`src/rtl/wordle_guess_ctrl.sv`:
```
`default_nettype none
// ============================================================================
// Module   : wordle_guess_ctrl
// Purpose  : Sequencing controller for one Wordle game. Collects up to five
//            letters per row, handles backspace/enter, scores a submitted row
//            against the latched target with a fixed-latency two-pass scan
//            (green pass, then yellow pass), and steps through ROWS rows to a
//            WIN or LOSE state that holds until acknowledged.
// Ports    : Clk, reset (sync, active-low)
//            Start, Ack                 - game control pulses
//            target                     - target word, sampled at Start
//            letter_en/letter, bksp, enter - keyboard event pulses
//            guess_word, row, col       - current row contents / position
//            score, score_valid, score_row - result of the last scored row
//            q_I..q_Lose                - one-hot state flags
// Revision : 1.0 - initial release
// ============================================================================
module wordle_guess_ctrl #(
  parameter int ROWS  = 6,
  parameter int LET_W = 5
) (
  input  logic               Clk,
  input  logic               reset,
  input  logic               Start,
  input  logic               Ack,
  input  logic [5*LET_W-1:0] target,
  input  logic               letter_en,
  input  logic [LET_W-1:0]   letter,
  input  logic               bksp,
  input  logic               enter,
  output logic [5*LET_W-1:0] guess_word,
  output logic [2:0]         row,
  output logic [2:0]         col,
  output logic [9:0]         score,
  output logic               score_valid,
  output logic [2:0]         score_row,
  output logic               q_I,
  output logic               q_Entry,
  output logic               q_Green,
  output logic               q_Yellow,
  output logic               q_Commit,
  output logic               q_Win,
  output logic               q_Lose
);

  localparam logic [LET_W-1:0] c_MAX_LETTER = LET_W'(25);
  localparam logic [2:0]       c_LAST_ROW   = 3'(ROWS - 1);
  localparam logic [2:0]       c_LAST_IDX   = 3'd4;

  // One-hot encoding so every state flag is a register bit.
  typedef enum logic [6:0] {
    S_IDLE   = 7'b0000001,
    S_ENTRY  = 7'b0000010,
    S_GREEN  = 7'b0000100,
    S_YELLOW = 7'b0001000,
    S_COMMIT = 7'b0010000,
    S_WIN    = 7'b0100000,
    S_LOSE   = 7'b1000000
  } state_t;

  state_t             r_state, w_state_nxt;
  logic [5*LET_W-1:0] r_target, r_guess;
  logic [2:0]         r_row, r_col, r_score_row;
  logic [9:0]         r_score, r_result;
  logic [4:0]         r_used, r_matched;
  logic [2:0]         r_i, r_j;

  logic [LET_W-1:0]   w_guess_let [5];
  logic [LET_W-1:0]   w_tgt_let   [5];
  logic [LET_W-1:0]   w_gi, w_tsel;
  logic               w_hit;
  logic [9:0]         w_result_nxt;
  logic [4:0]         w_used_nxt, w_matched_nxt;

  // Unpack the words into per-position letters for indexed comparison.
  always_comb begin
    for (int p = 0; p < 5; p++) begin
      w_guess_let[p] = r_guess[LET_W*p +: LET_W];
      w_tgt_let[p]   = r_target[LET_W*p +: LET_W];
    end
  end

  // Green pass compares guess[i] with target[i]; yellow pass with target[j].
  assign w_gi   = w_guess_let[r_i];
  assign w_tsel = (r_state == S_GREEN) ? w_tgt_let[r_i] : w_tgt_let[r_j];
  assign w_hit  = (w_gi == w_tsel);

  // One scan step: the result/mask values after the current (i,j) cycle.
  always_comb begin
    w_result_nxt  = r_result;
    w_used_nxt    = r_used;
    w_matched_nxt = r_matched;
    for (int p = 0; p < 5; p++) begin
      if (r_i == 3'(p)) begin
        if (r_state == S_GREEN) begin
          if (w_hit) begin
            w_result_nxt[2*p +: 2] = 2'b11;
            w_used_nxt[p]          = 1'b1;
            w_matched_nxt[p]       = 1'b1;
          end else begin
            w_result_nxt[2*p +: 2] = 2'b01;
          end
        end else if (r_state == S_YELLOW) begin
          // A target letter already consumed (green or earlier yellow)
          // cannot be claimed again, so duplicates score correctly.
          if (!r_matched[p] && !r_used[r_j] && w_hit) begin
            w_result_nxt[2*p +: 2] = 2'b10;
            w_used_nxt[r_j]        = 1'b1;
            w_matched_nxt[p]       = 1'b1;
          end
        end
      end
    end
  end

  // State register
  always_ff @(posedge Clk) begin
    if (!reset) r_state <= S_IDLE;
    else        r_state <= w_state_nxt;
  end

  // Next-state logic
  always_comb begin
    w_state_nxt = r_state;
    case (r_state)
      S_IDLE:   if (Start) w_state_nxt = S_ENTRY;
      S_ENTRY:  if (enter && (r_col == 3'd5)) w_state_nxt = S_GREEN;
      S_GREEN:  if (r_i == c_LAST_IDX) w_state_nxt = S_YELLOW;
      S_YELLOW: if ((r_i == c_LAST_IDX) && (r_j == c_LAST_IDX)) w_state_nxt = S_COMMIT;
      S_COMMIT: begin
        if (r_score == 10'h3FF)        w_state_nxt = S_WIN;
        else if (r_row == c_LAST_ROW)  w_state_nxt = S_LOSE;
        else                           w_state_nxt = S_ENTRY;
      end
      S_WIN, S_LOSE: if (Ack) w_state_nxt = S_IDLE;
      default:  w_state_nxt = S_IDLE;
    endcase
  end

  // Datapath
  always_ff @(posedge Clk) begin
    if (!reset) begin
      r_target    <= '0;
      r_guess     <= '0;
      r_row       <= '0;
      r_col       <= '0;
      r_score     <= '0;
      r_score_row <= '0;
      r_result    <= '0;
      r_used      <= '0;
      r_matched   <= '0;
      r_i         <= '0;
      r_j         <= '0;
    end else begin
      case (r_state)
        S_IDLE: begin
          if (Start) begin
            r_target <= target;
            r_row    <= '0;
            r_col    <= '0;
            r_guess  <= '0;
            r_score  <= '0;
          end
        end
        S_ENTRY: begin
          // enter > bksp > letter_en; a lower-priority event is dropped
          // even when the higher-priority one is itself ignored.
          if (enter) begin
            if (r_col == 3'd5) begin
              r_i       <= '0;
              r_j       <= '0;
              r_used    <= '0;
              r_matched <= '0;
              r_result  <= '0;
            end
          end else if (bksp) begin
            if (r_col != 3'd0) begin
              r_col <= r_col - 3'd1;
              for (int p = 0; p < 5; p++)
                if (r_col == 3'(p + 1)) r_guess[LET_W*p +: LET_W] <= '0;
            end
          end else if (letter_en && (r_col < 3'd5) && (letter <= c_MAX_LETTER)) begin
            r_col <= r_col + 3'd1;
            for (int p = 0; p < 5; p++)
              if (r_col == 3'(p)) r_guess[LET_W*p +: LET_W] <= letter;
          end
        end
        S_GREEN: begin
          r_result  <= w_result_nxt;
          r_used    <= w_used_nxt;
          r_matched <= w_matched_nxt;
          r_i       <= (r_i == c_LAST_IDX) ? 3'd0 : r_i + 3'd1;
        end
        S_YELLOW: begin
          r_result  <= w_result_nxt;
          r_used    <= w_used_nxt;
          r_matched <= w_matched_nxt;
          if (r_j == c_LAST_IDX) begin
            r_j <= '0;
            if (r_i == c_LAST_IDX) begin
              r_i <= '0;
              // Load the final result on the last scan edge so score is
              // already valid in the COMMIT cycle alongside score_valid.
              r_score     <= w_result_nxt;
              r_score_row <= r_row;
            end else begin
              r_i <= r_i + 3'd1;
            end
          end else begin
            r_j <= r_j + 3'd1;
          end
        end
        S_COMMIT: begin
          if ((r_score != 10'h3FF) && (r_row != c_LAST_ROW)) begin
            r_row   <= r_row + 3'd1;
            r_col   <= '0;
            r_guess <= '0;
          end
        end
        default: ;
      endcase
    end
  end

  assign guess_word  = r_guess;
  assign row         = r_row;
  assign col         = r_col;
  assign score       = r_score;
  assign score_row   = r_score_row;
  assign q_I         = r_state[0];
  assign q_Entry     = r_state[1];
  assign q_Green     = r_state[2];
  assign q_Yellow    = r_state[3];
  assign q_Commit    = r_state[4];
  assign q_Win       = r_state[5];
  assign q_Lose      = r_state[6];
  assign score_valid = r_state[4];

endmodule
`default_nettype wire

```
`config.mk`:
```
export PLATFORM = sky130hd
export DESIGN_NAME = wordle_guess_ctrl
export DESIGN_NICKNAME = d
export VERILOG_FILES = /design/src/rtl/wordle_guess_ctrl.sv
export SDC_FILE = /design/constraint.sdc
export NUM_CORES = 1
export LEC_CHECK = 0
export ABC_AREA = 1
export ABC_CLOCK_PERIOD_IN_PS = 4850
export BUFFER_PORTS_ARGS = -buffer_cell sky130_fd_sc_hd__buf_2
export CORE_MARGIN = 5
export CORE_UTILIZATION = 55
export CTS_BUF_LIST = sky130_fd_sc_hd__clkbuf_8
export CTS_CLUSTER_DIAMETER = 40
export CTS_CLUSTER_SIZE = 40
export DETAILED_ROUTE_END_ITERATION = 12
export HOLD_SLACK_MARGIN = 0.02
export PLACE_DENSITY = 0.78
export SLEW_MARGIN = 5
export SYNTH_ARGS = -nofsm -noshare
export SYNTH_HDL_FRONTEND = slang
export SYNTH_SLANG_ARGS = --single-unit
```
`constraint.sdc`:
```
create_clock -name Clk -period 4.85 [get_ports Clk]
set_input_delay 0.97 -clock Clk [delete_from_list [all_inputs] [get_ports Clk]]
set_output_delay 0.97 -clock Clk [all_outputs]
set_load 0.02 [all_outputs]
```
==> reports/metrics.cfg <==
[clocking]
cts_root_buf = clkbuf_8
clk_latency_ns = 0.38
cts.sinks = 102
post_cts_resized = 0
postCtsSetupBuffers = 0
cts_tree = done
cts_buffers = 9
clk_pin_slew_ns = 0.11
clockBufferDepth = 2
htreeDepth = 3
cts_hold_buf = 0

[routing]
via_per_inst = 5.43
antenna_left = 0
drc_errors = 0
wl_per_cell_um = 14.5
first_pass_iters = 8
vias = 5763
drt_iter0_markers = 437
drt-total-wl_um = 15400

[yosys]
yosysTopAreaCellShare_pct = 35.4
ys_types = 48
synth_warnings = 0
yosysTopAreaCell = dfxtp_1
synthesis.area_um2 = 5770
synth-seq-cells = 102
synth-main-ff-cell = dfxtp_1
syn_nets = 906
syn_avg_cell_area_um2 = 6.76
synth_cells = 854
synthTopCellsByArea = dfxtp_1, nand2_1, nor2_1
synth_edf_count = 0
synthArstFlopShare_pct = 0
yosysSeqAreaShare_pct = 35.4

[floorplan]
initial_core_util_pct = 56.1
fp-row-count = 37
core_area_um2 = 10300
dieHeight_um = 112
dieArea_um2 = 12600
dieWidth_um = 112
io_pins = 89

[critical_path]
crit_arrival_ns = 3.62
path_cells = inv_2 > ha_1 > nand2_1 > inv_1 > o21ai_0 > nor4_1 > nand2_1 > nor2_1 > o211ai_1 > a21oi_1
cp_slowest_cell = nor2_1
critPathKind = flip-flop to flip-flop
cp-end-kind = flip-flop
cp_top_family = simple AND/OR/NAND/NOR gates
critPathRequiredTime_ns = 5.17
cp.depth = 10
reg2reg_depth = 10
slowest_delay_ns = 0.75
cp-start-kind = flip-flop
worstPathMaxFanout = 25
critical_path_buf_inv_count = 2
cpMostUsedCell = nand2_1
r2r_slack_ns = 1.54

[cells_and_area]
antenna_cells = 0
synthToLayoutAreaGrowth_pct = 11.5
drive_gt1_share_pct = 17.4
nets = 973
fin_util_pct = 62.6

[power_and_ir_drop]
seqPwrFrac_pct = 33.5
sw_frac_of_total_pct = 48.3
finalPower_mw = 3.52
power-per-cell-area_nw_per_um2 = 547
p_switching_mw = 1.70
peakVddDrop_v = 0.000426
p_comb_share_pct = 49.8
intPower_mw = 1.82
power_frac_clock_pct = 16.7
leakagePower_nw = 2.88

[sta]
rsz0062_at_grt = no
timing.final.crit_share_pct = 68.2
finalWorstSetupSlack_ns = 1.54
hold_violations = 0
holdWs_ns = 0.464
tns_ns = 0
post-route-min-period_ns = 3.31
worst_slew_margin_rel_pct = 36.7
worstMarginPinSlew_ns = 0.946
drv_slew = 0
setup_viol = 0
fmax_mhz = 302
skew_ns = 0.0105

[place]
post-place-ws_ns = 1.64
gp_congestion = 0.942
port_buffers = 88
place_hpwl_um = 11200

[global_route]
grt_pass1_wl_um = 25800
grt_max_degree = 56
antenna_found_initial = 0
grt-ovfl-total = 0
grt_pass1_vias = 5301
grt_usage_pct = 24.3

[hold_path]
hold_path_depth = 2
hp-class = flip-flop to flip-flop

[job]
max-cap-violations = 0

[outcome]
outcome = finished clean

[registers in the layout, indices dropped and copies added (netlist names)]
signal / count
score_row: 3
r_i: 3
row: 3
r_target: 25
r_j: 3
score: 10
r_used: 5
r_matched: 5
guess_word: 25
r_state: 7
col: 3
r_result: 10
[final cells by class]
class	instances	area [µm²]
fillers	991	3840
multi-input cells	619	3170
flip-flops and latches	102	2040
repair buffers	92	470
inverters	97	365
well taps	136	170
clock buffers	10	138
clock inverters	6	76.3
[synthesized netlist by cell type, types with 9 or more instances]
cell / number
a21oi_1: 74
clkbuf_1: 16
dfxtp_1: 102
ha_1: 15
inv_1: 85
inv_2: 9
nand2_1: 195
nand2_2: 10
nand3_1: 58
nor2_1: 102
o21ai_0: 69
o21ai_1: 16
[metal layers]
layer	routed length, µm	vias up	share of wire [%]	GRT usage, %
li1	-	2936	-	-
met1	7240	2597	47	35.4
met2	6930	205	45	37.9
met3	1010	25	6.5	4.26
met4	241	0	1.6	5.29
met5	0	-	0	0
[metrics by stage]
stage | std cells | instance area [µm²]
3_5_place_dp | 1046 | 6220
2_1_floorplan | 854 | 5770
3_3_place_gp | 1046 | 6220
5_1_grt | 1062 | 6430
4_1_cts | 1062 | 6430
6_report | 1062 | 6430
[power groups by stage]
stage | Sequential, mW | Clock [mW] | Combinational (mW)
detailed placement | 1.19 | 0 | 1.74
global route | 1.20 | 0.630 | 1.98
global placement | 1.19 | 0 | 1.71
CTS | 1.17 | 0.589 | 1.74
floorplan | 1.23 | 0 | 1.28
finish | 1.18 | 0.589 | 1.75
[worst register-to-register path, cell delays in order (launching register included)]
cell      delay [ns]
dfxtp_1         0.59
inv_2           0.45
ha_1            0.24
nand2_1         0.07
inv_1           0.22
o21ai_0         0.17
nor4_1          0.23
nand2_1         0.17
nor2_1          0.75
o211ai_1        0.20
a21oi_1         0.16
[layout by cell type (no fill, tap or decap), types with 3 or more instances in the layout]
master and count:
nand2_1 195, nor2_1 102, dfxtp_1 102, buf_2 88, inv_1 85, a21oi_1 74, o21ai_0 69, nand3_1 58
o21ai_1 16, ha_1 15, nand2_2 10, clkbuf_8 10, inv_2 9, o211ai_1 8, a211oi_1 7, nand3_2 6
nand4_1 6, a21oi_2 6, nor4_1 4, nor3_1 4, a31oi_1 4, nand4_2 4, buf_4 4, nand3_4 3
nor2_2 3
[cell families after synthesis]
| group | Yosys count | share of synthesized area [%] |
|---|---|---|
| and+or+nand+nor | 409 | 32.9 |
| AOI/OAI and AO/OA | 193 | 18.4 |
| buffers and inverters | 133 | 9.72 |
| DFF | 102 | 35.4 |
| adders and majority gates | 15 | 3.25 |
| xor gates and xnor gates | 2 | 0.304 |
[path summary, 6_finish.rpt]
check                 start         to
hold / removal    r_used[2]  r_used[2]
setup reg to reg     r_i[0]   score[5]
hold reg to reg   r_used[2]  r_used[2]
setup / recovery     r_i[0]   score[5]
(Power assumes the default switching activity.)
